--- src/rtl/list_sum_engine_if.sv ---
// Memory read port bundle for list_sum_engine.
// The engine is the master (drives req/addr); the memory is the slave
// (returns ack/rdata, ack may arrive in the same cycle as req).
interface list_sum_engine_if #(
    parameter int AW = 8,
    parameter int DW = 8
);
    logic          mem_req;
    logic [AW-1:0] mem_addr;
    logic          mem_ack;
    logic [DW-1:0] mem_rdata;

    modport master (
        output mem_req,
        output mem_addr,
        input  mem_ack,
        input  mem_rdata
    );

    modport slave (
        input  mem_req,
        input  mem_addr,
        output mem_ack,
        output mem_rdata
    );
endinterface

--- src/rtl/list_sum_engine.sv ---
// list_sum_engine: walks a singly linked list (value at p, next pointer at
// p+1) from head_addr_i, summing node values and counting nodes. A node-count
// guard stops walks on cyclic lists. Optional saturating sum is enabled by
// defining LIST_SUM_SAT_EN; otherwise the sum wraps and err reports only the
// loop guard.
module list_sum_engine #(
    parameter int DW = 8,
    parameter int AW = 8,
    parameter int SW = 16,
    parameter int CW = 8
) (
    input  logic                     clk,
    input  logic                     rst_n,
    input  logic                     start_i,
    input  logic [AW-1:0]            head_addr_i,
    list_sum_engine_if.master        mem,
    output logic [SW-1:0]            sum_o,
    output logic [CW-1:0]            node_cnt_o,
    output logic                     busy_o,
    output logic                     done_o,
    output logic                     err_o
);

    typedef enum logic [1:0] {
        IDLE    = 2'd0,
        RD_VAL  = 2'd1,
        RD_NEXT = 2'd2,
        DONE    = 2'd3
    } state_t;

    localparam logic [CW-1:0] CNT_MAX = {CW{1'b1}};

`ifdef LIST_SUM_SAT_EN
    localparam int            XW      = ((SW > DW) ? SW : DW) + 1;
    localparam logic [XW-1:0] SUM_MAX = {{(XW-SW){1'b0}}, {SW{1'b1}}};
`endif

    state_t        state_q;
    logic [AW-1:0] ptr_q;
    logic [SW-1:0] sum_q;
    logic [CW-1:0] cnt_q;
    logic          err_q;
    logic          req_q;
    logic [AW-1:0] addr_q;
    logic          busy_q;
    logic          done_q;

    // {overflow flag, new sum}; flag can only be set in saturating builds
    logic [SW:0]   sum_d;
    logic [AW-1:0] next_ptr;

    // Accumulate one node value into the running sum.
    function automatic logic [SW:0] acc_add(input logic [SW-1:0] s,
                                            input logic [DW-1:0] v);
`ifdef LIST_SUM_SAT_EN
        logic [XW-1:0] full;
        full = XW'(s) + XW'(v);
        if (full > SUM_MAX) begin
            return {1'b1, {SW{1'b1}}};
        end
        return {1'b0, full[SW-1:0]};
`else
        return {1'b0, s + SW'(v)};
`endif
    endfunction

    assign sum_d    = acc_add(sum_q, mem.mem_rdata);
    assign next_ptr = mem.mem_rdata[AW-1:0];

    // Walk controller and datapath; all outputs are registered alongside state.
    always_ff @(posedge clk or negedge rst_n) begin
        if (!rst_n) begin
            state_q <= IDLE;
            ptr_q   <= '0;
            sum_q   <= '0;
            cnt_q   <= '0;
            err_q   <= 1'b0;
            req_q   <= 1'b0;
            addr_q  <= '0;
            busy_q  <= 1'b0;
            done_q  <= 1'b0;
        end else begin
            case (state_q)
                IDLE: begin
                    if (start_i) begin
                        ptr_q <= head_addr_i;
                        sum_q <= '0;
                        cnt_q <= '0;
                        err_q <= 1'b0;
                        if (head_addr_i != '0) begin
                            state_q <= RD_VAL;
                            req_q   <= 1'b1;
                            addr_q  <= head_addr_i;
                            busy_q  <= 1'b1;
                        end else begin
                            state_q <= DONE;
                            done_q  <= 1'b1;
                        end
                    end
                end
                RD_VAL: begin
                    if (mem.mem_ack) begin
                        sum_q <= sum_d[SW-1:0];
                        if (sum_d[SW]) begin
                            err_q <= 1'b1;
                        end
                        cnt_q   <= cnt_q + 1'b1;
                        addr_q  <= ptr_q + 1'b1;    // wraps mod 2^AW
                        state_q <= RD_NEXT;
                    end
                end
                RD_NEXT: begin
                    if (mem.mem_ack) begin
                        ptr_q <= next_ptr;
                        if (next_ptr == '0 || cnt_q == CNT_MAX) begin
                            // End of list, or guard tripped on a too-long/cyclic list
                            if (next_ptr != '0) begin
                                err_q <= 1'b1;
                            end
                            state_q <= DONE;
                            req_q   <= 1'b0;
                            addr_q  <= '0;
                            busy_q  <= 1'b0;
                            done_q  <= 1'b1;
                        end else begin
                            state_q <= RD_VAL;
                            addr_q  <= next_ptr;
                        end
                    end
                end
                DONE: begin
                    if (!start_i) begin
                        state_q <= IDLE;
                        done_q  <= 1'b0;
                    end
                end
                default: begin
                    state_q <= IDLE;
                end
            endcase
        end
    end

    assign mem.mem_req  = req_q;
    assign mem.mem_addr = addr_q;
    assign sum_o        = sum_q;
    assign node_cnt_o   = cnt_q;
    assign busy_o       = busy_q;
    assign done_o       = done_q;
    assign err_o        = err_q;

endmodule
--- src/flat_wrapper.sv ---
// flat-port wrapper written by rule: the top's interface ports become plain ports
module list_sum_engine_flat 
#(
    parameter int DW = 8,
    parameter int AW = 8,
    parameter int SW = 16,
    parameter int CW = 8
)
  (clk, rst_n, start_i, head_addr_i, sum_o, node_cnt_o, busy_o, done_o, err_o, mem_mem_req, mem_mem_addr, mem_mem_ack, mem_mem_rdata);
  list_sum_engine_if #(.AW(AW), .DW(DW)) mem_i ();
  input  logic clk;
  input  logic rst_n;
  input  logic start_i;
  input  logic [AW-1:0] head_addr_i;
  output logic [SW-1:0] sum_o;
  output logic [CW-1:0] node_cnt_o;
  output logic busy_o;
  output logic done_o;
  output logic err_o;
  output wire logic [$bits(mem_i.mem_req)-1:0] mem_mem_req;
  output wire logic [$bits(mem_i.mem_addr)-1:0] mem_mem_addr;
  input wire logic [$bits(mem_i.mem_ack)-1:0] mem_mem_ack;
  input wire logic [$bits(mem_i.mem_rdata)-1:0] mem_mem_rdata;
  assign mem_mem_req = mem_i.mem_req;
  assign mem_mem_addr = mem_i.mem_addr;
  assign mem_i.mem_ack = mem_mem_ack;
  assign mem_i.mem_rdata = mem_mem_rdata;
  list_sum_engine #(.DW(DW), .AW(AW), .SW(SW), .CW(CW)) u_core (.clk(clk), .rst_n(rst_n), .start_i(start_i), .head_addr_i(head_addr_i), .mem(mem_i), .sum_o(sum_o), .node_cnt_o(node_cnt_o), .busy_o(busy_o), .done_o(done_o), .err_o(err_o));
endmodule
--- config.mk ---
export PLATFORM = sky130hd
export DESIGN_NAME = list_sum_engine_flat
export DESIGN_NICKNAME = d
export VERILOG_FILES = /design/src/rtl/list_sum_engine_if.sv /design/src/rtl/list_sum_engine.sv /design/src/flat_wrapper.sv
export SDC_FILE = /design/constraint.sdc
export NUM_CORES = 1
export LEC_CHECK = 0
export ABC_AREA = 1
export CORE_ASPECT_RATIO = 0.7
export CORE_MARGIN = 2
export CORE_UTILIZATION = 30
export CTS_CLUSTER_SIZE = 12
export DETAILED_ROUTE_END_ITERATION = 7
export HOLD_SLACK_MARGIN = 0.15
export SLEW_MARGIN = 40
export SYNTH_ARGS = -nofsm -noshare
export SYNTH_HDL_FRONTEND = slang
export SYNTH_SLANG_ARGS = --single-unit
--- constraint.sdc ---
create_clock -name clk -period 1.8 [get_ports clk]
set_input_delay 0.18 -clock clk [delete_from_list [all_inputs] [get_ports clk]]
set_output_delay 0.18 -clock clk [all_outputs]
set_load 0.01 [all_outputs]
==> results.tsv <==
metric	value	unit
cts_buffers	5	
area_growth	44.9	%
drive_above_1_share	0.183	
die_area	0.0109	sq mm
die_x	124	um
numClockSinks	45	
netSwitchingFraction	0.434	
clock_tree.root_cell	clkbuf_16	
cts_buffer_depth	2	
yosys-top-cells-area	dfrtp_1 37%, nand2_1 16%, inv_1 7.7%	
clk_latency	0.28	ns
maxSlewViolCount	0	
final.setup.worst_slack	0.0459	ns
fin_util	0.449	
num_vias	3179	
period_share	0.975	
antenna_found_initial	0	
critPathKind	flip-flop to flip-flop	
max_freq	570	MHz
first_pass_iters	5	
h-tree-depth	2	
slew_headroom	0.644	
final.setup_skew	0.00421	ns
syn_area_per_cell	6.98	sq um
setup_viol	0	
ios	56	
synth_edf_count	0	
cts_tree	yes	
start_kind	flip-flop	
grt_max_degree	24	
synth_top_cell_by_area	dfrtp_1	
dpl.hpwl	6940	um
leakage	0.00211	uW
required	1.97	ns
layout.cells.non_filler	663	
overflow	0	
worstReg2RegStart	u_core.sum_o[0]	
hp-class	primary input to async pin	
track_usage	0.169	
rr_endpoint	u_core.sum_o[4]	
power.switching	3090	uW
outcome	finished clean	
final_common_cell	nand2_1	
routed_wl	9260	um
cap_viol_max_count	0	
cts.clk_slew.worst_paths	0.06	ns
p_seq_frac	0.232	
synth_nets	469	
powerDensity	1630	mW/mm^2
synth_top_area_share	0.372	
cp-startpoint	u_core.sum_o[0]	
hold_viol	0	
place.gp.congestion	0.865	
drc	0	
synth_flop_cell	dfrtp_1	
grt_pass1_vias	2925	
grt_first_pass_wirelength	14300	um
synth_warnings	0	
synthDistinctLibCells	37	
total_power	7130	uW
internal_power	4040	uW
final_antenna_net_count	0	
vias_per_cell	4.79	
antenna_cells	0	
fin_nets	570	
r2r_setup_slack	0.05	ns
async_flop_share	1.00	
port_buffers	55	
crit_arrival	1.93	ns
core	0.00976	sq mm
ys_seq_area_frac	0.372	
final_cell_mix	124 x nand2_1, 56 x inv_1, 53 x clkdlybuf4s50_1	
worst_pin_slew	0.534	ns
dp_cells	646	
p_comb_frac	0.617	
synthCells	433	
drt_iter0_markers	220	
worstSetupEndpointType	flip-flop	
nFillCells	980	
syn_area	0.00302	sq mm
critPathCapture	u_core.sum_o[4]	
place_worst_setup_slack	-0.444	ns
die_h	88	um
cp_max_fo	2	
clkPwrFrac	0.151	
start_util	0.310	
ys_seq_elements	45	
ir_drop	0.724	mV
wl_per_cell	14.0	um
worstRegToRegCells	11	
row_count	30	
rsz0062_at_grt	true	
period_needed	1.75	ns
-- cell type report --
cell class	count	area, sq um	share of cell area
multi-input cells	315	1740	0.397
flip-flops and latches	45	1130	0.257
repair buffers	103	943	0.215
inverters	64	240	0.0548
well taps	128	160	0.0365
clock buffers	7	143	0.0325
clock inverters	1	30.0	0.00685
-- critical path, cell delays in order (launching register included) --
cell and delay, ns:
dfrtp_1 0.39, ha_2 0.19, inv_2 0.05, fa_2 0.18, inv_2 0.04, nand2_2 0.06
nand2_2 0.07, and2_4 0.14, buf_4 0.12, or2_2 0.28, nand3_2 0.06, nand2_1 0.06
-- state kept, by name (all words and copies together), names as in the netlist --
name / count
u_core.node_cnt_o: 8
u_core.state_q: 2
u_core.sum_o: 16
u_core.ptr_q: 8
u_core.mem.mem_req: 1
u_core.mem.mem_addr: 8
u_core.err_o: 1
u_core.done_o: 1
-- cells in the mapped netlist, types with 2 or more instances --
cell type	instances
dfrtp_1	45
nand4_1	10
o21bai_1	2
inv_1	62
nand3_1	32
buf_2	2
or2_2	2
nor3b_1	2
clkbuf_1	3
inv_2	2
a21oi_1	21
a31oi_1	4
o21ai_0	31
nor2_1	44
buf_6	3
a22o_1	2
nand2_4	3
ha_1	15
nand2_2	2
nand2_1	129
-- per-stage QoR --
step                      hold slack, ns  setup TNS (ns)  area [sq um]
after CTS                          0.436               0          4220
after detailed placement           0.195           -3.31          3990
after global routing               0.470          -0.246          4380
after global placement             0.194           -2.71          3990
after floorplan                   -0.116               0          3020
final                              0.406               0          4380
-- power by group through the flow --
stage	clock network [uW]	logic, uW	registers, uW
global route	1140	4860	1690
floorplan	0	2280	1690
detailed placement	0	3930	1650
finish	1080	4400	1660
CTS	1100	4040	1640
global placement	0	3870	1640
-- kinds of logic after synthesis --
group	Yosys count	synth area share
xor+xnor	1	0.00290
flops	45	0.372
simple gates	230	0.328
buf+inv	73	0.100
compound gates	68	0.128
fa+ha+maj	16	0.0687
-- worst min path at each step --
stage	startpoint	endpoint	slack, ns	depth (start not counted)
global placement	rst_n	u_core.mem.mem_addr[1]	0.19	1
floorplan	rst_n	u_core.done_o	-0.12	0
finish	rst_n	u_core.mem.mem_addr[0]	0.41	2
detailed placement	rst_n	u_core.mem.mem_addr[0]	0.20	1
CTS	rst_n	u_core.mem.mem_addr[0]	0.44	2
global route	rst_n	u_core.mem.mem_addr[2]	0.47	2
-- timing repair --
action	in CTS	in global routing
endpoints found under the setup margin	12	28
gates cloned	0	1
pin swaps	4	6
buffers inserted	2	5
hold buffers	1	0
endpoints found under the hold margin	21	0
gates resized for setup	13	31
-- routing by layer --
layer  global-route usage  share of wire
met1                0.252           0.50
met2                0.255           0.43
met3               0.0352          0.064
met4               0.0266         0.0046
met5                    0              0
Power figures use the tool's default switching activity.
